`config.mk`:
```
export PLATFORM = sky130hd
export DESIGN_NAME = axa_add_requester
export DESIGN_NICKNAME = d
export VERILOG_FILES = /design/src/rtl/axa_add_requester_pkg.sv /design/src/rtl/axa_req_watchdog.sv /design/src/rtl/axa_add_requester.sv
export SDC_FILE = /design/constraint.sdc
export NUM_CORES = 1
export LEC_CHECK = 0
export ABC_AREA = 0
export BUFFER_PORTS_ARGS = -buffer_cell sky130_fd_sc_hd__buf_2
export CORE_AREA = 2 2 305 307
export CTS_BUF_LIST = sky130_fd_sc_hd__clkbuf_8
export CTS_CLUSTER_SIZE = 30
export DETAILED_ROUTE_END_ITERATION = 16
export DIE_AREA = 0 0 307 309
export SLEW_MARGIN = 40
export SYNTH_ARGS = -nofsm -noshare
export SYNTH_HDL_FRONTEND = slang
export SYNTH_HIERARCHICAL = 1
export SYNTH_SLANG_ARGS = --single-unit
```
`constraint.sdc`:
```
create_clock -name input_Clk -period 2.6 [get_ports input_Clk]
set_input_delay 0.26 -clock input_Clk [delete_from_list [all_inputs] [get_ports input_Clk]]
set_output_delay 0.26 -clock input_Clk [all_outputs]
set_load 0.02 [all_outputs]
```
`src/rtl/axa_add_requester_pkg.sv`:
```
// Shared definitions for the 2x2 matrix-add requester.
// Contents: default element width and watchdog limit, element slot indices
// inside a packed {X11,X12,X21,X22} vector (X11 in the MSBs), the FSM state
// encoding, and a helper that turns a slot index into a bit offset.
package axa_add_requester_pkg;

  localparam int unsigned AXA_DEFAULT_WIDTH   = 32;
  localparam int unsigned AXA_DEFAULT_TIMEOUT = 1023;

  // Slot index of each element in a packed 4-element word; slot 0 is the LSBs.
  localparam int unsigned AXA_IDX_11 = 3;
  localparam int unsigned AXA_IDX_12 = 2;
  localparam int unsigned AXA_IDX_21 = 1;
  localparam int unsigned AXA_IDX_22 = 0;

  typedef enum logic [2:0] {
    ST_IDLE     = 3'd0,
    ST_REQ      = 3'd1,
    ST_WAIT_RES = 3'd2,
    ST_ACK      = 3'd3,
    ST_OUT      = 3'd4
  } axa_state_e;

  // Bit offset of element slot idx, for use as vec[axa_lsb(idx, w) +: w].
  function automatic int unsigned axa_lsb(input int unsigned idx, input int unsigned width);
    return idx * width;
  endfunction

endpackage

```
`src/rtl/axa_req_watchdog.sv`:
```
// Handshake watchdog for axa_add_requester.
// Ports:
//   clk_i     - clock, rising edge
//   rst_i     - synchronous active-high reset
//   clear_i   - restart the count (job accepted, REQ is next)
//   run_i     - count this cycle (requester is waiting on the adder)
//   expire_o  - this is the last permitted waiting cycle; abort at the next edge
module axa_req_watchdog #(
  parameter int unsigned LIMIT = 1023
) (
  input  logic clk_i,
  input  logic rst_i,
  input  logic clear_i,
  input  logic run_i,
  output logic expire_o
);

  localparam int unsigned CW = ($clog2(LIMIT + 1) > 10) ? $clog2(LIMIT + 1) : 10;

  logic [CW-1:0] cnt_q;
  logic [CW-1:0] cnt_d;

  // Next count: clear on job acceptance, advance while waiting, else hold.
  always_comb begin
    cnt_d = cnt_q;
    if (clear_i) begin
      cnt_d = '0;
    end else if (run_i) begin
      cnt_d = cnt_q + CW'(1);
    end else begin
      cnt_d = cnt_q;
    end
  end

  // Counter register.
  always_ff @(posedge clk_i) begin
    if (rst_i) begin
      cnt_q <= '0;
    end else begin
      cnt_q <= cnt_d;
    end
  end

  // The count was cleared on REQ entry, so the LIMIT-th waiting cycle sees LIMIT-1.
  assign expire_o = run_i && (cnt_q == CW'(LIMIT - 1));

endmodule

```
`src/rtl/axa_add_requester.sv`:
```
// Initiator side of the 2x2 matrix-add handshake (Start / AB_Ack / Stable / C_Ack).
// Takes a job {A,B} on a valid/ready port, runs one four-phase exchange with the
// adder, captures C and offers it downstream on a valid/ready port. Element data
// is opaque. All outputs come straight from registers.
// Ports:
//   input_Clk, input_Reset (sync, active high)
//   input_Job_Valid / output_Job_Ready, input_Job_A, input_Job_B : job in
//   output_A, output_B, output_Start, input_AB_Ack               : operands out
//   input_Stable, input_C, output_C_Ack                          : result in
//   output_Res_Valid / input_Res_Ready, output_Res_C             : result out
//   output_Error (watchdog abort), output_Jobs_Done (mod 2^16 delivery count)
// Optional build macro: AXA_REQ_TIMEOUT_EN enables the TIMEOUT_CYCLES watchdog;
// without it the block waits on the adder indefinitely and output_Error stays 0.
module axa_add_requester
  import axa_add_requester_pkg::*;
#(
  parameter int unsigned WIDTH          = AXA_DEFAULT_WIDTH,
  parameter int unsigned TIMEOUT_CYCLES = AXA_DEFAULT_TIMEOUT
) (
  input  logic               input_Clk,
  input  logic               input_Reset,
  input  logic               input_Job_Valid,
  output logic               output_Job_Ready,
  input  logic [4*WIDTH-1:0] input_Job_A,
  input  logic [4*WIDTH-1:0] input_Job_B,
  output logic [4*WIDTH-1:0] output_A,
  output logic [4*WIDTH-1:0] output_B,
  output logic               output_Start,
  input  logic               input_AB_Ack,
  input  logic               input_Stable,
  input  logic [4*WIDTH-1:0] input_C,
  output logic               output_C_Ack,
  output logic               output_Res_Valid,
  input  logic               input_Res_Ready,
  output logic [4*WIDTH-1:0] output_Res_C,
  output logic               output_Error,
  output logic [15:0]        output_Jobs_Done
);

  axa_state_e         state_q, state_d;
  logic               job_ready_q, job_ready_d;
  logic [4*WIDTH-1:0] a_q, a_d;
  logic [4*WIDTH-1:0] b_q, b_d;
  logic [4*WIDTH-1:0] res_c_q, res_c_d;
  logic               start_q, start_d;
  logic               c_ack_q, c_ack_d;
  logic               res_valid_q, res_valid_d;
  logic               error_q, error_d;
  logic [15:0]        jobs_done_q, jobs_done_d;
  logic               accept_s;
  logic               expire_s;

  assign accept_s = (state_q == ST_IDLE) && input_Job_Valid && job_ready_q;

`ifdef AXA_REQ_TIMEOUT_EN
  logic run_s;
  assign run_s = (state_q == ST_REQ) || (state_q == ST_WAIT_RES) || (state_q == ST_ACK);

  axa_req_watchdog #(
    .LIMIT (TIMEOUT_CYCLES)
  ) u_watchdog (
    .clk_i    (input_Clk),
    .rst_i    (input_Reset),
    .clear_i  (accept_s),
    .run_i    (run_s),
    .expire_o (expire_s)
  );
`else
  logic [31:0] timeout_unused_s;
  assign timeout_unused_s = 32'(TIMEOUT_CYCLES);
  assign expire_s         = 1'b0;
`endif

  // Next-state and next-output logic of the handshake FSM.
  always_comb begin
    state_d     = state_q;
    job_ready_d = job_ready_q;
    a_d         = a_q;
    b_d         = b_q;
    res_c_d     = res_c_q;
    start_d     = start_q;
    c_ack_d     = c_ack_q;
    res_valid_d = res_valid_q;
    error_d     = error_q;
    jobs_done_d = jobs_done_q;
    case (state_q)
      ST_IDLE: begin
        if (accept_s) begin
          a_d         = input_Job_A;
          b_d         = input_Job_B;
          job_ready_d = 1'b0;
          start_d     = 1'b1;
          state_d     = ST_REQ;
        end else begin
          job_ready_d = 1'b1;
        end
      end
      ST_REQ: begin
        if (expire_s) begin
          start_d     = 1'b0;
          c_ack_d     = 1'b0;
          res_c_d     = '0;
          error_d     = 1'b1;
          res_valid_d = 1'b1;
          state_d     = ST_OUT;
        end else if (input_AB_Ack && input_Stable) begin
          // Adder answered in the same cycle it took the operands.
          start_d = 1'b0;
          res_c_d = input_C;
          c_ack_d = 1'b1;
          state_d = ST_ACK;
        end else if (input_AB_Ack) begin
          start_d = 1'b0;
          state_d = ST_WAIT_RES;
        end else begin
          start_d = 1'b1;
        end
      end
      ST_WAIT_RES: begin
        if (expire_s) begin
          c_ack_d     = 1'b0;
          res_c_d     = '0;
          error_d     = 1'b1;
          res_valid_d = 1'b1;
          state_d     = ST_OUT;
        end else if (input_Stable) begin
          res_c_d = input_C;
          c_ack_d = 1'b1;
          state_d = ST_ACK;
        end else begin
          c_ack_d = 1'b0;
        end
      end
      ST_ACK: begin
        if (expire_s) begin
          c_ack_d     = 1'b0;
          res_c_d     = '0;
          error_d     = 1'b1;
          res_valid_d = 1'b1;
          state_d     = ST_OUT;
        end else if (!input_Stable) begin
          c_ack_d     = 1'b0;
          res_valid_d = 1'b1;
          state_d     = ST_OUT;
        end else begin
          c_ack_d = 1'b1;
        end
      end
      ST_OUT: begin
        if (input_Res_Ready) begin
          res_valid_d = 1'b0;
          error_d     = 1'b0;
          jobs_done_d = jobs_done_q + 16'd1;
          // Ready is raised by IDLE one cycle later, never alongside Res_Valid.
          job_ready_d = 1'b0;
          state_d     = ST_IDLE;
        end else begin
          res_valid_d = 1'b1;
        end
      end
      default: begin
        state_d     = ST_IDLE;
        job_ready_d = 1'b1;
        start_d     = 1'b0;
        c_ack_d     = 1'b0;
        res_valid_d = 1'b0;
        error_d     = 1'b0;
      end
    endcase
  end

  // State and output registers.
  always_ff @(posedge input_Clk) begin
    if (input_Reset) begin
      state_q     <= ST_IDLE;
      job_ready_q <= 1'b1;
      a_q         <= '0;
      b_q         <= '0;
      res_c_q     <= '0;
      start_q     <= 1'b0;
      c_ack_q     <= 1'b0;
      res_valid_q <= 1'b0;
      error_q     <= 1'b0;
      jobs_done_q <= 16'd0;
    end else begin
      state_q     <= state_d;
      job_ready_q <= job_ready_d;
      a_q         <= a_d;
      b_q         <= b_d;
      res_c_q     <= res_c_d;
      start_q     <= start_d;
      c_ack_q     <= c_ack_d;
      res_valid_q <= res_valid_d;
      error_q     <= error_d;
      jobs_done_q <= jobs_done_d;
    end
  end

  assign output_Job_Ready = job_ready_q;
  assign output_A         = a_q;
  assign output_B         = b_q;
  assign output_Res_C     = res_c_q;
  assign output_Start     = start_q;
  assign output_C_Ack     = c_ack_q;
  assign output_Res_Valid = res_valid_q;
  assign output_Error     = error_q;
  assign output_Jobs_Done = jobs_done_q;

endmodule
```
==> impl_metrics.json <==
{
  "numCtsBuffers": 74,
  "register_area_um2": 8150,
  "drtIter0Drc": 1169,
  "antenna_found_initial": 12,
  "syn_nets": 2188,
  "hold_class": "primary input to flip-flop",
  "path_clk_slew_ns": 0.06,
  "whs_ns": 0.0863,
  "dieWidth_um": 307,
  "initial_core_util_pct": 15.4,
  "synth_simple_gate_area_share_pct": 22.7,
  "post_cts_buffers": 0,
  "coreArea_um2": 91400,
  "synthAdderAreaFrac_pct": 0.0886,
  "timing.fmax_mhz": 442,
  "cts-root-buf": "clkbuf_8",
  "multi_input_area_um2": 5440,
  "fillers": 9696,
  "dieArea_um2": 94900,
  "rsz0062_at_grt": "no",
  "crit_chain": "a21oi_1 > nor2_1 > dlygate4sd3_1 > a2111oi_0 > dlygate4sd3_1",
  "hpwl_um": 43000,
  "path_max_fanout": 12,
  "place_ws_ns": 0.570,
  "maxSlewViolCount": 0,
  "drt_pass1_iterations": 6,
  "synth.yosys.seq_area_share_pct": 57.7,
  "cts.repair.resized": 0,
  "final_common_cell": "buf_2",
  "grt_pass1_vias": 16600,
  "finalCritPeriodShare_pct": 87.1,
  "die_h_um": 309,
  "place_congestion": 0.836,
  "dp_cells": 3704,
  "synth-seq-cells": 407,
  "critPathArrivalTime_ns": 2.88,
  "htree_levels": 3,
  "met1_length_um": 25700,
  "overflow": 0,
  "routedWlPerCell_um": 15.1,
  "criticalPathCategory": "flip-flop to flip-flop",
  "drive_above_1_share_pct": 32.1,
  "p_per_area_nw_per_um2": 657,
  "ys.flop_type": "dfxtp_1",
  "vias": 16900,
  "cts.sink_count": 407,
  "syn2layout_area_growth_pct": 78.2,
  "crit_path_end_kind": "flip-flop",
  "maxCapViolations": 0,
  "synth.distinct_cells": 39,
  "numPortBuffers": 793,
  "critPathMaxStageDelay_ns": 0.59,
  "clkLatencyLatePin_ns": 0.69,
  "instances_no_fill": 4228,
  "setup_ws_ns": 0.335,
  "final_util_pct": 27.5,
  "drc": 0,
  "setup_tns_ns": 0,
  "syn_area_um2": 14100,
  "synth_compound_area_share_pct": 14.7,
  "status": "complete, no violations",
  "grt_max_degree": 95,
  "startpoint_type": "flip-flop",
  "synthMuxAreaShare_pct": 0.0709,
  "final_cell_mix": "buf_2 (792), nand2_1 (776), dfxtp_1 (407), a21oi_1 (394), dlygate4sd3_1 (390)",
  "slowest_stage": "dlygate4sd3_1",
  "gr-usage-all-layers_pct": 12.6,
  "finalSetupViolCount": 0,
  "nNetsFinal": 3375,
  "cts_tree": "built",
  "wl_um": 64000,
  "fin_crit_ns": 2.26,
  "syn_inst": 1797,
  "syn_area_per_cell_um2": 7.86,
  "p_leak_nw": 11.3,
  "antenna_left": 0,
  "finalHoldViolCount": 0,
  "vias_per_cell": 4.00,
  "yosys_warnings": 6,
  "top_layer_used": "met5",
  "worst_slew_pin_slew_ns": 0.805,
  "cp.required_ns": 3.21,
  "num_rows": 111,
  "async_reset_ff_share_pct": 0,
  "synth_top_family_by_area": "simple AND/OR/NAND/NOR gates",
  "io_pins": 795,
  "cts_buffer_depth": 3,
  "fin_skew_ns": 0.0222,
  "finalPower_mw": 16.5,
  "routed-wl-met2_um": 29400,
  "synthXorXnorAreaFrac_pct": 0.682,
  "synth_edf_count": 0,
  "met3_wirelength_um": 5770,
  "placed_area_um2": 19700,
  "path_common_cell": "dlygate4sd3_1",
  "grt_pass1_wl_um": 93000,
  "slew-limit-headroom_pct": 46.3,
  "ir_drop_mv": 0.461,
  "final_area_um2": 25200
}
## routing by layer
layer,up-vias,track usage (%)
li1,8191,-
met1,7720,14.3
met2,809,20.7
met3,184,4.21
met4,10,7.39
met5,-,0
## power breakdown
group | internal [mW] | total, mW | switching, mW
sequential | 6.68 | 6.90 | 0.228
combinational | 1.34 | 3.27 | 1.93
clock | 3.51 | 6.36 | 2.84
## synth_stat cells (4+ instances only)
| master | instances | area (µm²) |
|---|---|---|
| nand3_1 | 4 | 20.0 |
| clkbuf_1 | 105 | 394 |
| xor2_1 | 4 | 35.0 |
| inv_1 | 5 | 18.8 |
| nor4_1 | 7 | 43.8 |
| nand4_1 | 8 | 50.1 |
| xnor2_1 | 7 | 61.3 |
| nand2_1 | 776 | 2910 |
| o21ai_0 | 5 | 25.0 |
| nor2_1 | 14 | 52.6 |
| buf_2 | 23 | 115 |
| a21oi_1 | 394 | 1970 |
| buf_1 | 5 | 18.8 |
| dfxtp_1 | 407 | 8150 |
## what timing repair did
action                                  CTS  global route
hold endpoints to repair                391             0
endpoints found under the setup margin    0             0
hold buffers                            390             0
## final cells by class
cell class / instances / share of cell area, %
clock buffers: 96 / 5.25
clock inverters: 34 / 0.856
well taps: 1186 / 5.90
inverters: 5 / 0.0746
diodes: 4 / 0.0398
flip-flops and latches: 407 / 32.4
repair buffers: 1246 / 33.9
multi-input cells: 1250 / 21.6
## sequential cells by signal, summed over array words and instances (netlist names)
register,cells
state_q,3
output_B,128
output_Start,1
output_Res_C,128
output_C_Ack,1
output_Jobs_Done,16
output_Res_Valid,1
output_Job_Ready,1
output_A,128
## path summary, 6_finish.rpt
check,from,end,slack [ns],depth (start not counted)
worst max-delay path,state_q[0],state_q[0],0.34,5
worst min-delay path,input_Reset,output_Res_C[88],0.09,2
worst max register to register,state_q[0],state_q[0],0.34,5
worst min register to register,output_A[9],output_A[9],0.45,2
## worst max-delay path: cells and delay by family (launching register included)
family,cells,cell delay [ns]
flops,1,0.43
simple gates,1,0.06
buf+inv,2,1.13
compound gates,2,0.58
## cells by family (layout without fill, tap and decap cells)
family	after synthesis	in the layout
muxes	1	1
AOI/OAI and AO/OA	409	409
xor gates and xnor gates	11	11
adders and majority gates	1	1
DFF	407	407
other	1	5
and+or+nand+nor	827	827
buffers and inverters	140	1381
Note: power is estimated with default switching activity, not from simulation.
